**src/rtl/mux_sel_pkg.sv**
```systemverilog
// mux_sel_pkg: shared types and constants for the tristate 2:1 mux select
// controllers.
//   state_e        : controller state (IDLE / DEAD / ACTIVE)
//   SEL_IN0/IN1    : select-line encodings (0 routes in0, 1 routes in1)
//   *_MIN / *_MAX  : legal parameter ranges, checked at elaboration
//   pick_target    : arbitration helper (single requester wins, tie -> !last)
package mux_sel_pkg;

  typedef enum logic [1:0] {
    IDLE   = 2'd0,
    DEAD   = 2'd1,
    ACTIVE = 2'd2
  } state_e;

  localparam logic SEL_IN0 = 1'b0;
  localparam logic SEL_IN1 = 1'b1;

  localparam int DEAD_CYCLES_MIN = 1;
  localparam int DEAD_CYCLES_MAX = 15;
  localparam int MAX_HOLD_MIN    = 1;
  localparam int MAX_HOLD_MAX    = 255;

  // A lone requester always wins; on a tie the one that was not served
  // last gets the output, which gives round-robin fairness.
  function automatic logic pick_target(input logic req0, input logic req1,
                                       input logic last);
    logic tgt;
    if (req0 && !req1) begin
      tgt = SEL_IN0;
    end else if (req1 && !req0) begin
      tgt = SEL_IN1;
    end else begin
      tgt = ~last;
    end
    return tgt;
  endfunction

endpackage

```
**src/rtl/mux_dead_timer.sv**
```systemverilog
// mux_dead_timer: loadable down-counter used to time break-before-make gaps.
//   clk        : clock, rising edge
//   rst        : synchronous active-high reset (count cleared)
//   load_i     : load load_val_i (has priority over en_i)
//   load_val_i : number of cycles to time
//   en_i       : decrement enable (stops at zero, never wraps)
//   done_o     : high while count == 1, i.e. during the last timed cycle
module mux_dead_timer #(
  parameter int W = 2
) (
  input  logic         clk,
  input  logic         rst,
  input  logic         load_i,
  input  logic [W-1:0] load_val_i,
  input  logic         en_i,
  output logic         done_o
);

  logic [W-1:0] count_q, count_d;

  always_comb begin
    count_d = count_q;
    if (load_i) begin
      count_d = load_val_i;
    end else if (en_i && (count_q != '0)) begin
      count_d = count_q - W'(1);
    end
  end

  always_ff @(posedge clk) begin
    if (rst) begin
      count_q <= '0;
    end else begin
      count_q <= count_d;
    end
  end

  assign done_o = (count_q == W'(1));

endmodule

```
**src/rtl/mux_sel_sequencer.sv**
```systemverilog
// mux_sel_sequencer: arbitrates two requesters for a tristate 2:1 mux and
// drives its select line with break-before-make dead time on every change.
//   clk       : clock, rising edge
//   rst       : synchronous active-high reset
//   req0/req1 : requests for in0 / in1
//   sel       : mux select (0 = in0, 1 = in1)
//   sel_valid : mux output valid, driven by exactly one source
//   gnt0/gnt1 : ownership grants
//   busy      : controller not IDLE
// All outputs are registered; they are computed from the next state so they
// change on the same edge as the state they describe.
module mux_sel_sequencer
  import mux_sel_pkg::*;
#(
  parameter int DEAD_CYCLES = 2,
  parameter int MAX_HOLD    = 8
) (
  input  logic clk,
  input  logic rst,
  input  logic req0,
  input  logic req1,
  output logic sel,
  output logic sel_valid,
  output logic gnt0,
  output logic gnt1,
  output logic busy
);

  localparam int DW = $clog2(DEAD_CYCLES + 1);
  localparam int HW = $clog2(MAX_HOLD + 1);
  localparam logic [DW-1:0] DEAD_LOAD = DW'(DEAD_CYCLES);
  localparam logic [HW-1:0] HOLD_SAT  = HW'(MAX_HOLD);

  if (DEAD_CYCLES < DEAD_CYCLES_MIN || DEAD_CYCLES > DEAD_CYCLES_MAX ||
      MAX_HOLD < MAX_HOLD_MIN || MAX_HOLD > MAX_HOLD_MAX) begin : g_bad_params
    $error("mux_sel_sequencer: DEAD_CYCLES or MAX_HOLD out of range");
  end

  state_e        state_q, state_d;
  logic          sel_q, sel_d;
  logic          last_q, last_d;
  logic [HW-1:0] hold_q, hold_d;
  logic          target;
  logic          granted_req, other_req;
  logic          dead_load, dead_done;
  logic          sel_valid_q, busy_q;
  logic [1:0]    gnt_q;

  mux_dead_timer #(.W(DW)) u_dead_timer (
    .clk        (clk),
    .rst        (rst),
    .load_i     (dead_load),
    .load_val_i (DEAD_LOAD),
    .en_i       (state_q == DEAD),
    .done_o     (dead_done)
  );

  always_comb begin
    target      = pick_target(req0, req1, last_q);
    granted_req = (sel_q == SEL_IN1) ? req1 : req0;
    other_req   = (sel_q == SEL_IN1) ? req0 : req1;
    state_d     = state_q;
    sel_d       = sel_q;
    last_d      = last_q;
    hold_d      = hold_q;
    dead_load   = 1'b0;

    case (state_q)
      IDLE: begin
        if (req0 || req1) begin
          if (target == sel_q) begin
            // Mux already points at the winner: no dead time needed.
            state_d = ACTIVE;
          end else begin
            state_d   = DEAD;
            sel_d     = target;
            dead_load = 1'b1;
          end
        end
      end
      DEAD: begin
        // Requests are ignored here; the chosen target gets the grant.
        if (dead_done) begin
          state_d = ACTIVE;
        end
      end
      ACTIVE: begin
        if (!granted_req || (other_req && (hold_q >= HOLD_SAT))) begin
          if (other_req) begin
            // Switch straight over without an IDLE cycle.
            state_d   = DEAD;
            sel_d     = ~sel_q;
            dead_load = 1'b1;
          end else begin
            state_d = IDLE;
          end
        end else if (hold_q < HOLD_SAT) begin
          hold_d = hold_q + HW'(1);
        end
      end
      default: begin
        state_d = IDLE;
      end
    endcase

    if ((state_d == ACTIVE) && (state_q != ACTIVE)) begin
      last_d = sel_d;
      hold_d = HW'(1);
    end
  end

  always_ff @(posedge clk) begin
    if (rst) begin
      state_q     <= IDLE;
      sel_q       <= SEL_IN0;
      last_q      <= SEL_IN1;  // requester 0 wins the first tie
      hold_q      <= '0;
      sel_valid_q <= 1'b0;
      busy_q      <= 1'b0;
    end else begin
      state_q     <= state_d;
      sel_q       <= sel_d;
      last_q      <= last_d;
      hold_q      <= hold_d;
      sel_valid_q <= (state_d == ACTIVE);
      busy_q      <= (state_d != IDLE);
    end
  end

  for (genvar gi = 0; gi < 2; gi++) begin : g_gnt
    localparam logic SEL_GI = (gi == 1) ? SEL_IN1 : SEL_IN0;
    always_ff @(posedge clk) begin
      if (rst) begin
        gnt_q[gi] <= 1'b0;
      end else begin
        gnt_q[gi] <= (state_d == ACTIVE) && (sel_d == SEL_GI);
      end
    end
  end

  assign sel       = sel_q;
  assign sel_valid = sel_valid_q;
  assign gnt0      = gnt_q[0];
  assign gnt1      = gnt_q[1];
  assign busy      = busy_q;

endmodule
```
**config.mk**
```make
export PLATFORM = sky130hd
export DESIGN_NAME = mux_sel_sequencer
export DESIGN_NICKNAME = d
export VERILOG_FILES = /design/src/rtl/mux_sel_pkg.sv /design/src/rtl/mux_dead_timer.sv /design/src/rtl/mux_sel_sequencer.sv
export SDC_FILE = /design/constraint.sdc
export NUM_CORES = 1
export LEC_CHECK = 0
export BUFFER_PORTS_ARGS = -buffer_cell sky130_fd_sc_hd__buf_2
export CORE_MARGIN = 2
export CORE_UTILIZATION = 40
export DETAILED_ROUTE_END_ITERATION = 16
export PLACE_DENSITY_LB_ADDON = 0.1
export SLEW_MARGIN = 5
export SYNTH_ARGS = -nofsm -noshare
export SYNTH_HDL_FRONTEND = slang
export SYNTH_SLANG_ARGS = --single-unit
export TNS_END_PERCENT = 50
```
**constraint.sdc**
```tcl
create_clock -name clk -period 2.4 [get_ports clk]
set_input_delay 0 -clock clk [delete_from_list [all_inputs] [get_ports clk]]
set_output_delay 0 -clock clk [all_outputs]
set_load 0.01 [all_outputs]
```
* Word level (Yosys, flattened, before mapping)
Index checks and enable logic that the tools add are counted.
** Word-level totals
- Bits in registers :: 14
- Latch bits :: 0
- Bits in writable memories :: 0
- Bits in read-only memories :: 0
- Memories kept :: 0
** Cells by class
- Add/subtract/negate cells :: 2
- Multiply operators :: 0
- Divide/modulo/power cells :: 0
- Magnitude comparators :: 2
- Eq/ne operators :: 7
- Shift operators :: 0
- Multiplexer cells :: 26
- Bitwise logic cells :: 4
- Reductions and logical operators :: 22
** Operator list (count)
- 1-bit two-way mux :: 17
- 2-bit two-way mux :: 6
- 2-bit nonzero test :: 5
- 1-bit logical AND :: 7
- 2-bit one-hot mux with 3 select lines :: 1
- 3-bit AND reduction :: 2
- 4-bit by 1-bit adder with 4-bit output, second input constant :: 1
- 2-bit by 1-bit == test with 1-bit output, second input constant :: 2
- 2-bit == test, second input constant :: 2
- 4-bit >= comparator, second input constant :: 1
- 4-bit less-than comparator, second input constant :: 1
- 1-bit inverter :: 4
- 1-bit one-hot mux with 2 select lines :: 2
- 2-bit OR reduction :: 2
- 1-bit zero test :: 3
- 2-bit zero test :: 1
- 1-bit logical OR :: 2
- 2-bit by 1-bit != test with 1-bit output, second input constant :: 1
- 2-bit != test, second input constant :: 1
- 2-bit by 1-bit subtractor with 2-bit output, second input constant :: 1
- 1-bit == test :: 1

* Depth between registers and ports, before layout
Gate-level depths: netlist of the first run.
- Depth in word-level cells :: 12
- Depth in mapped cells :: 6

* Modules after synthesis
Synthesis of the first run repeated with hierarchy kept, for this count alone.
** Unflattened totals
- Cells, all modules :: 90
- Area total of the unflattened synthesis :: 834.6 um^2
** By module, submodules not included
- mux_sel_sequencer :: times used 1, cells each 75, area an instance 695.7 um^2, seq. area each 240.2 um^2
- mux_dead_timer :: times used 1, cells each 15, area an instance 138.9 um^2, seq. area each 40.0 um^2

* Worst setup path after synthesis of the first run
OpenSTA, ideal clock, no wires.
- Path kind :: register to register
- Start point :: register sel_q, in the netlist sel
- End point :: register busy_q, in the netlist busy
- Library setup time :: 0.133 ns
- Arrival :: 1.333 ns
- Data required time :: 2.267 ns
- Path slack :: 0.934 ns
- Cell stages (with the launch flop) :: 6
- Clock period less this slack :: 1.466 ns
- Cells stage by stage :: dfxtp_1 > buf_6 > mux2i_4 > nor2_2 > a221oi_4 > a31oi_1
** Between the ends
- Word-level cells in the longest chain between the ends :: 6
- Elaborated cells between the ends (all ways) :: 12
- Those cells by class :: eq/ne: 1; mux: 7; reduce/logical: 4
** Ends and longest elaborated chain
- start, declared :: line mux_sel_sequencer.sv:40 : logic sel_q, sel_d;
- start signal, assigned :: line mux_sel_sequencer.sv:122 : sel_q <= sel_d;
- 1-bit two-way mux, on equally long branches :: line mux_sel_sequencer.sv:60, mux_sel_sequencer.sv:61
- 1-bit zero test or 1-bit logical AND (tied branches) :: line mux_sel_sequencer.sv:88 : if (!granted_req || (other_req && (hold_q >= HOLD_SAT))) begin
- 1-bit logical OR :: line mux_sel_sequencer.sv:88
- 2-bit two-way mux :: line mux_sel_sequencer.sv:88
- 2-bit one-hot mux with 3 select lines (*) :: line mux_sel_sequencer.sv:68 : case (state_q)
- 2-bit nonzero test (*) :: line mux_sel_sequencer.sv:126 : busy_q <= (state_d != IDLE);
- end signal, assigned :: line mux_sel_sequencer.sv:126
- end, declared :: line mux_sel_sequencer.sv:46 : logic sel_valid_q, busy_q;
Mark *: on every way between the ends. The rest lies on a longest branch, timed or not.
A chain may end at the register's enable or synchronous reset.

* Final worst setup path of the first run
Ends and elaborated chain as after synthesis.

==> results of run 1 <==
==> layer usage <==
| layer | track usage | vias up |
|---|---|---|
| met2 | 0.213 | 10 |
| met4 | 0.0811 | 0 |
| li1 | - | 314 |
| met1 | 0.175 | 273 |
| met3 | 0.0208 | 2 |
| met5 | 0 | - |
==> metrics by stage <==
step                      cell area (µm²)   util  total power [mW]
after floorplan                       857      -             0.789
after global placement                896  0.452             0.867
after detailed placement              896  0.452             0.869
after CTS                             932  0.470              1.04
after global routing                  932  0.470              1.11
final                                 932  0.470              1.03
==> worst register-to-register path: cells and delay by family (launching register included) <==
kind            cells  cell delay, ns
mux                 1            0.36
flops               1            0.63
simple gates        1            0.08
compound gates      2            0.49
==> synthesized netlist by cell type (all sizes together) (2+ instances only) <==
library cell,instances
xnor2,4
nor2,6
inv,9
nand2,5
nor3b,2
nand2b,3
nor3,5
buf,3
a21oi,5
a221oi,3
o221ai,2
a2bb2oi,2
o2bb2ai,2
mux2i,2
ha,4
dfxtp,14
==> state kept, by name (all words and copies together) (netlist names) <==
name,flops
sel_valid,1
gnt0,1
last_q,1
state_q,2
u_dead_timer.count_q,2
busy,1
hold_q,4
gnt1,1
sel,1
==> area by class of cell <==
class / count / area share
multi-input combinational: 58 / 0.545
inverter: 9 / 0.0362
timing repair buffer: 8 / 0.0430
tap: 27 / 0.0362
sequential: 14 / 0.301
clock buffer: 4 / 0.0389
==> power by group through the flow <==
stage          combinational (mW)  sequential (mW)  clock, mW
2_1_floorplan               0.413            0.375          0
3_3_place_gp                0.460            0.407          0
3_5_place_dp                0.465            0.404          0
4_1_cts                     0.465            0.400      0.171
5_1_grt                     0.511            0.417      0.184
6_report                    0.460            0.401      0.167
==> path summary, 6_finish.rpt <==
| kind | startpoint | to | slack (ns) | cells after the start |
|---|---|---|---|---|
| worst max-delay path | sel$_SDFF_PP0_ | busy$_SDFF_PP0_ | 0.71 | 4 |
| worst min-delay path | rst | u_dead_timer.count_q[1]$_SDFFE_PP0P_ | 0.009 | 2 |
| worst max register to register | sel$_SDFF_PP0_ | busy$_SDFF_PP0_ | 0.71 | 4 |
| worst min register to register | last_q$_SDFFE_PP1P_ | last_q$_SDFFE_PP1P_ | 0.56 | 2 |
==> cells by family after synthesis <==
family | Yosys count
flip-flops | 14
buffers and inverters | 13
AO/OA/AOI/OAI | 21
multiplexers | 2
XOR/XNOR | 4
AND/OR/NAND/NOR | 27
adder cells (fa/ha/maj) | 4
==> summary.md, run 1 <==
| Metric | Value |
|---|---|
| Adder-cell share of the synthesized area | `0.0584` |
| CP startpoint kind | `register` |
| IO Pins | `9` |
| Met1 WL | `approximately 770 µm` |
| Max Clk Rate | `0.590 GHz` |
| Via density | `roughly 5.0` |
| Compound-gate portion of the synthesized area | `0.248` |
| Area leader, netlist | `dfxtp_1` |
| Slowest CP cell | `dfxtp_1` |
| Skew final | `0.00368 ns` |
| Layout Cells excl Fill | `120` |
| Number of distinct library cells after synthesis | `38` |
| Worst Path Arrival | `approximately 1.8 ns` |
| Reg area | `280 µm²` |
| Die Span X | `between 50 and 60 µm` |
| Leak Pwr | `roughly 0.36 nW` |
| GRT Total Usage | `0.136` |
| Req. time, crit path | `about 2.6 ns` |
| Clk pwr share | `0.162` |
| Met2 WL post-DR | `roughly 660 µm` |
| Status | `completed` |
| Routability Congestion | `about 0.7` |
| Post-synth EDFFs | `0` |
| Cell internal pwr | `0.619 mW` |
| Setup-failing EPs final | `0` |
| Synth Area in Simple Gates | `0.207` |
| Final min period | `~1.7 ns` |
| WP buf/inv | `0` |
| Top sig layer | `met4` |
| Largest net degree at the start of global routing | `12` |
| Area of the multi-input gates | `508 µm²` |
| Sequential element share of the synthesized area | `0.327` |
| CTS root buffer | `clkbuf_4` |
| Synth Instances | `85` |
| Initial antenna violation count | `0` |
| Share of the synthesized area in the top cell type | `0.327` |
| Synth Area per Inst | `between 10 and 15 µm²` |
| Fin nets | `102` |
| GR Overflow Total | `0` |
| DP HPWL | `around 1.1 mm` |
| H-tree level count | `1` |
| Clk slew on worst S/H paths | `~0.080 ns` |
| Core Rows | `16` |
| Synth area leaders | `dfxtp_1 33%, ha_1 5.8%, xnor2_1 4.1%` |
| Post CTS Setup Buffer Count | `0` |
| CTS Buf Count | `3` |
| Number of global-route vias before repair | `581` |
| Slew headroom | `0.676` |
| Post-synth ARST share | `0` |
| Hold WC Path Type | `in2reg` |
| Post-route setup slack | `roughly 0.7 ns` |
| Final Hold Fails | `0` |
| Post-synthesis mux area share | `0.0380` |
| Fill count | `~190` |
| Hold buffers post-CTS | `0` |
| Comb pwr share | `0.448` |
| Routed WL per cell | `between 10 and 15 µm` |
| DP Worst Slack | `between 0.7 and 0.8 ns` |
| Synthesized Nets | `93` |
| DRT Wirelength | `roughly 1.5 mm` |
| VDD IR max | `a little under 700 µV` |
| Ys flop type | `dfxtp_1` |
| Critical Path Fanout Max | `11` |
| Area grow syn2layout | `8.76%` |
| Most frequent cells in the layout | `14 x dfxtp_1, 9 x inv_1, 8 x buf_2` |
| First-pass GRT wire length | `around 2.6 mm` |
| Ant. Diodes | `0` |
| Core footprint | `about 2000 µm²` |
| Register bit count reported by yosys | `14` |
| Area of the die | `2530 µm²` |
| Max incr delay on CP | `0.63 ns` |
| Remaining antenna violation count | `0` |
| Post-cts sizing count | `0` |
| Net Sw Frac | `0.398` |
| Post-synthesis xor/xnor area fraction | `0.0409` |
| Critical path class | `reg2reg` |
| Leading cell type in the layout, fill and taps excluded | `dfxtp_1` |
| NetSw | `between 0.4 and 0.5 mW` |
| Port Buffer Count | `8` |
| Crit share post-route | `0.706` |
| Detail Route met3 WL | `around 46 µm` |
| Largest family of logic cells by synthesized area | `compound AO/OA/AOI/OAI gates` |
| Family with the most delay on the worst path | `flip-flops` |
| DP Cell Count | `between 100 and 150` |
| Skew-Pair Late Insertion Delay | `0.28 ns` |
| Critical path endpoint category | `register` |
| Detailed-route DRC error count | `0` |
| Worst hold margin | `0.00946 ns` |
| TritonRoute pass-1 iters | `4` |
| Die Height | `50.3 µm` |
| Worst Max-Slew Pin Slew | `0.485 ns` |
| Max clock buf depth | `2` |
| Power Density | `~1100 nW/µm²` |
| Post-synthesis cell area | `between 800 and 900 µm²` |
| Maxcap violations | `0` |
| Starting DRT DRC Count | `9` |
| Slew Viols, Final | `0` |
| Sum Neg Setup Slack | `0 ns` |
| Yosys warnings | `0` |
| Via count | `roughly 600` |
| Share of cells above drive strength 1 | `0.301` |
| CP cell instances | `mux2i_4 > nor2_2 > a221oi_4 > a31oi_1` |
| Initial Util | `0.432` |
| Sequential share of power | `0.390` |
| CTS tree | `done` |
| CTS Sinks | `14` |
| RSZ-0062 raised after global routing | `no` |
Note: power is estimated with default switching activity, not from simulation.
==> run 2, diff against run 1 <==
- clock period: 2.4 -> 1.64 ns (I/O delays scaled with it)
==> summary.md, run 2 (synthesis gave the netlist of run 1 again) <==
| Metric | Value |
|---|---|
| Status | `completed` |
| IO Pins | `9 (unchanged)` |
| Cell internal pwr | `0.930 mW (+50%)` |
| Core Rows | `16 (unchanged)` |
| WP buf/inv | `0 (unchanged)` |
| DRT Wirelength | `1.52 mm (+1.9%)` |
| Critical path class | `reg2reg` |
| GR Layer Usage met2 | `0.226 (+0.0132)` |
| Reg with most FFs | `hold_q` |
| Hold WC Path Type | `in2reg` |
| Share of cells above drive strength 1 | `0.326 (+0.0252)` |
| Routing usage on met3 | `0.0208 (unchanged)` |
| Biggest regs | `hold_q x4, state_q x2, u_dead_timer.count_q x2` |
| Crit. path cell count | `3 (-1)` |
| Hold Path Stages | `2 (unchanged)` |
| Leading cell type in the layout, fill and taps excluded | `dfxtp_1` |
| Sum Neg Setup Slack | `0 ns (unchanged)` |
| CTS tree | `done` |
| Max Clk Rate | `0.677 GHz (+15%)` |
| Req. time, crit path | `1.85 ns (-0.70 ns)` |
| Starting DRT DRC Count | `17 (+8)` |
| Fin nets | `104 (+2.0%)` |
| Crit share post-route | `0.900 (+0.194)` |
| RSZ-0062 raised after global routing | `no` |
| Area of the die | `2530 µm² (unchanged)` |
| CTS Buf Count | `3 (unchanged)` |
| Slew Viols, Final | `0 (unchanged)` |
| Worst Path Arrival | `1.69 ns (-0.15 ns)` |
| TritonRoute pass-1 iters | `4 (unchanged)` |
| Finished Core Util | `0.479 (+0.00821)` |
| H-tree level count | `1 (unchanged)` |
| Number of global-route vias before repair | `612 (+5.3%)` |
| GR Overflow Total | `0 (unchanged)` |
| Most frequent cells in the layout | `13 x dfxtp_1, 9 x inv_1, 8 x buf_2` |
| Clk slew on worst S/H paths | `0.09 ns (about the same)` |
| Comb pwr share | `0.473 (+0.025)` |
| Final min period | `1.48 ns (-0.218 ns)` |
| CTS root buffer | `clkbuf_4` |
| Routed WL per cell | `12.4 µm (+0.28%)` |
| DP HPWL | `1.16 mm (+4.8%)` |
| Skew final | `0.00524 ns (+0.00156 ns)` |
| Family with the most delay on the worst path | `flip-flops` |
| Gr busiest metal | `met2` |
| Sequential share of power | `0.365 (-0.025)` |
| NetSw | `0.616 mW (+51%)` |
| Ant. Diodes | `0 (unchanged)` |
| Area grow syn2layout | `10.7%` |
| Via count | `629 (+5.0%)` |
| Final Hold Fails | `0 (unchanged)` |
| Max clock buf depth | `2 (unchanged)` |
| CP startpoint kind | `register` |
| First-pass GRT wire length | `2.77 mm (+6.9%)` |
| CTS Sinks | `14 (unchanged)` |
| Skew-Pair Late Insertion Delay | `0.28 ns (about the same)` |
| Core footprint | `1980 µm² (unchanged)` |
| Critical Path Fanout Max | `10 (-1)` |
| Clk pwr share | `0.162 (about the same)` |
| Setup-failing EPs final | `0 (unchanged)` |
| Die Height | `50.3 µm (unchanged)` |
| Net Sw Frac | `0.398 (about the same)` |
| Die Span X | `50.3 µm (unchanged)` |
| Hold buffers post-CTS | `0 (unchanged)` |
| VDD IR max | `1000 µV (+48%)` |
| Max incr delay on CP | `0.59 ns (-0.04 ns)` |
| Via density | `5.16 (+3.3%)` |
| CP cell instances | `nor2_1 > a221oi_2 > nor3b_2` |
| Power Density | `1630 nW/µm² (+48%)` |
| Slowest CP cell | `dfxtp_1` |
| Slew headroom | `0.720 (+0.0435)` |
| Overall Power | `1.55 mW (+50%)` |
| Max reg flops | `4 (unchanged)` |
| Port Buffer Count | `8 (unchanged)` |
| Critical path endpoint category | `register` |
| Largest net degree at the start of global routing | `11 (-1)` |
| Leak Pwr | `0.367 nW (+3.0%)` |
| Detailed-route DRC error count | `0 (unchanged)` |
| Worst Max-Slew Pin Slew | `0.420 ns (-0.0652 ns)` |
| Maxcap violations | `0 (unchanged)` |
| Remaining antenna violation count | `0 (unchanged)` |
| Routability Congestion | `0.664 (-3.5%)` |
| Initial antenna violation count | `0 (unchanged)` |
| Number of cells on the worst reg-to-reg path | `3 (-1)` |
| Initial Util | `0.432 (unchanged)` |
| Global Route met1 Usage | `0.193 (+0.0173)` |
| GRT Total Usage | `0.145 (+0.00957)` |
| Reg2reg setup slack | `0.16 ns (-0.54 ns)` |
[run 2: final cells by class]
class | instances | area, µm²
multi-input cells | 58 | 508
flip-flops and latches | 14 | 282
clock buffers | 4 | 36.3
inverters | 9 | 33.8
repair buffers | 10 | 55.1
fillers | 203 | 1030
well taps | 27 | 33.8
[run 2: worst reg2reg max path, cell delays in order (launching register included)]
cell and delay, ns:
dfxtp_1 0.59, nor2_1 0.17, a221oi_2 0.43, nor3b_2 0.22
[run 2: what timing repair did]
action	in CTS	in global routing
setup endpoints to repair	0	1
buffers inserted	0	0
gates resized for setup	0	1
[run 2: metrics by stage]
| stage | std cells | hold slack, ns | instance area [µm²] | setup WS [ns] |
|---|---|---|---|---|
| 3_5_place_dp | 118 | 0.309 | 911 | 0.113 |
| 5_1_grt | 122 | 0.0123 | 948 | 0.0509 |
| 6_report | 122 | 0.00679 | 948 | 0.164 |
| 2_1_floorplan | 85 | 0.245 | 857 | 0.174 |
| 3_3_place_gp | 118 | 0.314 | 911 | 0.139 |
| 4_1_cts | 122 | 0.00131 | 947 | 0.0994 |
[run 2: per-layer routing]
layer  vias to the layer above  share of wire
met4                         0          0.019
li1                        320              -
met5                         -              0
met1                       291           0.49
met3                         4          0.037
met2                        14           0.45
[run 2: final timing paths]
path / start / endpoint
max: state_q[1]$_SDFF_PP0_ / gnt0$_SDFF_PP0_
min: rst / u_dead_timer.count_q[1]$_SDFFE_PP0P_
max reg2reg: state_q[1]$_SDFF_PP0_ / gnt0$_SDFF_PP0_
min reg2reg: u_dead_timer.count_q[1]$_SDFFE_PP0P_ / u_dead_timer.count_q[1]$_SDFFE_PP0P_
[run 2: power groups by stage]
stage / registers, mW / clock network (mW) / logic, mW
floorplan: 0.549 / 0 / 0.605
global placement: 0.567 / 0 / 0.728
detailed placement: 0.565 / 0 / 0.733
CTS: 0.561 / 0.259 / 0.735
global route: 0.584 / 0.283 / 0.817
finish: 0.564 / 0.251 / 0.730
==> run 3, diff against run 2 <==
- CORE_UTILIZATION: 40 -> 56
==> summary.md, run 3 (synthesis gave the netlist of run 1 again) <==
| Metric | Value |
|---|---|
| Worst Path Arrival | `1.69 ns (about the same)` |
| Port Buffer Count | `8 (unchanged)` |
| Cell internal pwr | `0.922 mW (-0.84%)` |
| CTS root buffer | `clkbuf_4` |
| Die Span X | `43.1 µm (-14%)` |
| Post-cts sizing count | `0 (unchanged)` |
| Routed WL per cell | `13.6 µm (+9.2%)` |
| Most frequent cells in the layout | `13 x dfxtp_1, 9 x inv_1, 8 x buf_2` |
| Max Clk Rate | `0.672 GHz (-0.74%)` |
| Leak Pwr | `0.366 nW (-0.11%)` |
| Post-route setup slack | `0.153 ns (-0.0111 ns)` |
| Final min period | `1.49 ns (+0.0111 ns)` |
| DRT Wirelength | `1.51 mm (-0.66%)` |
| Share of cells above drive strength 1 | `0.326 (unchanged)` |
| Final Hold Fails | `0 (unchanged)` |
| NetSw | `0.610 mW (-0.83%)` |
| Largest net degree at the start of global routing | `11 (unchanged)` |
| Clk slew on worst S/H paths | `0.09 ns (about the same)` |
| Hold WC Path Type | `in2reg` |
| Slowest CP cell | `dfxtp_1` |
| Via density | `5.39 (+4.5%)` |
| Remaining antenna violation count | `0 (unchanged)` |
| GR Overflow Total | `0 (unchanged)` |
| Ant. Diodes | `0 (unchanged)` |
| Detailed-route DRC error count | `0 (unchanged)` |
| Setup-failing EPs final | `0 (unchanged)` |
| Initial Util | `0.582 (+0.150)` |
| Starting DRT DRC Count | `3 (-14)` |
| GRT Total Usage | `0.190 (+0.0442)` |
| Area of the die | `1860 µm² (-26%)` |
| Critical path class | `reg2reg` |
| Reg area | `282 µm² (unchanged)` |
| Crit share post-route | `0.907 (+0.00675)` |
| Sequential share of power | `0.375 (+0.010)` |
| CTS Sinks | `14 (unchanged)` |
| TritonRoute pass-1 iters | `4 (unchanged)` |
| Leading cell type in the layout, fill and taps excluded | `dfxtp_1` |
| CTS tree | `done` |
| H-tree level count | `1 (unchanged)` |
| CTS Buf Count | `3 (unchanged)` |
| WP buf/inv | `0 (unchanged)` |
| Via count | `598 (-4.9%)` |
| Design Area, Final | `935 µm² (-1.5%)` |
| Routability Congestion | `0.769 (+16%)` |
| Family with the most delay on the worst path | `flip-flops` |
| Initial antenna violation count | `0 (unchanged)` |
| Core Rows | `14 (-2)` |
| Maxcap violations | `0 (unchanged)` |
| Hold buffers post-CTS | `0 (unchanged)` |
| DP Worst Slack | `0.0785 ns (-0.0344 ns)` |
| Power Density | `1640 nW/µm² (+0.62%)` |
| Critical Path Fanout Max | `10 (unchanged)` |
| Max reg flops | `4 (unchanged)` |
| Max incr delay on CP | `0.58 ns (about the same)` |
| Clk pwr share | `0.161 (about the same)` |
| DP HPWL | `1.15 mm (-1.2%)` |
| Fin nets | `104 (unchanged)` |
| IO Pins | `9 (unchanged)` |
| CP startpoint kind | `register` |
| Req. time, crit path | `1.85 ns (about the same)` |
| CP cell instances | `nor2_1 > a221oi_2 > nor3b_2` |
| Skew-Pair Late Insertion Delay | `0.27 ns (about the same)` |
| Slew Viols, Final | `0 (unchanged)` |
| Slew headroom | `0.727 (+0.00744)` |
| Worst Max-Slew Pin Slew | `0.409 ns (-0.0111 ns)` |
| RSZ-0062 raised after global routing | `no` |
| Die Height | `43.1 µm (-14%)` |
| Reg with most FFs | `hold_q` |
| Post CTS Setup Buffer Count | `0 (unchanged)` |
| Area post-placement | `897 µm² (-1.5%)` |
| Skew final | `0.00124 ns (-0.00399 ns)` |
| First-pass GRT wire length | `2.72 mm (-2.0%)` |
| VDD IR max | `1110 µV (+11%)` |
| Net Sw Frac | `0.398 (about the same)` |
| Max clock buf depth | `2 (unchanged)` |
| Area grow syn2layout | `9.05%` |
| Core footprint | `1470 µm² (-26%)` |
| Fill count | `135 (-33%)` |
| Comb pwr share | `0.464 (-0.009)` |
| Critical path endpoint category | `register` |
| Area of the multi-input gates | `508 µm² (unchanged)` |
| Status | `completed` |
| Biggest regs | `hold_q x4, state_q x2, u_dead_timer.count_q x2` |
| Number of global-route vias before repair | `626 (+2.3%)` |
| Sum Neg Setup Slack | `0 ns (unchanged)` |
[run 3: cell counts in the layout (fill, tap and decap cells not counted)]
Identical to the previous run, type by type.
[run 3: area by class of cell]
type                    count  share of cell area
multi-input cells          58               0.544
clock buffers               4              0.0388
flip-flops and latches     14               0.301
well taps                  16              0.0214
repair buffers             10              0.0589
inverters                   9              0.0361
[run 3: layer usage]
metal,vias up,share of wire,GRT usage
met3,2,0.015,0.0128
met2,5,0.48,0.301
li1,317,-,-
met5,-,0,0
met1,274,0.50,0.266
met4,0,0.0086,0.0727
[run 3: path summary, 6_finish.rpt]
kind	slack (ns)	depth (start not counted)	from	end
setup / recovery	0.15	3	state_q[1]$_SDFF_PP0_	gnt0$_SDFF_PP0_
hold / removal	0.02	2	rst	hold_q[0]$_SDFFE_PP0P_
setup reg to reg	0.15	3	state_q[1]$_SDFF_PP0_	gnt0$_SDFF_PP0_
hold reg to reg	0.57	2	last_q$_SDFFE_PP1P_	last_q$_SDFFE_PP1P_
[run 3: power by group through the flow]
stage	Clock [mW]	Sequential, mW	Combinational [mW]
6_report	0.246	0.575	0.711
5_1_grt	0.266	0.594	0.797
4_1_cts	0.250	0.572	0.717
3_5_place_dp	0	0.579	0.715
3_3_place_gp	0	0.578	0.695
2_1_floorplan	0	0.549	0.605
[run 3: stage by stage]
step / utilization / hold slack [ns] / std cells / total power, mW
6_report: 0.635 / 0.0186 / 111 / 1.53
3_3_place_gp: 0.610 / 0.298 / 107 / 1.27
2_1_floorplan: - / 0.245 / 85 / 1.15
3_5_place_dp: 0.610 / 0.306 / 107 / 1.29
4_1_cts: 0.634 / 0.0118 / 111 / 1.54
5_1_grt: 0.635 / 0.0188 / 111 / 1.66
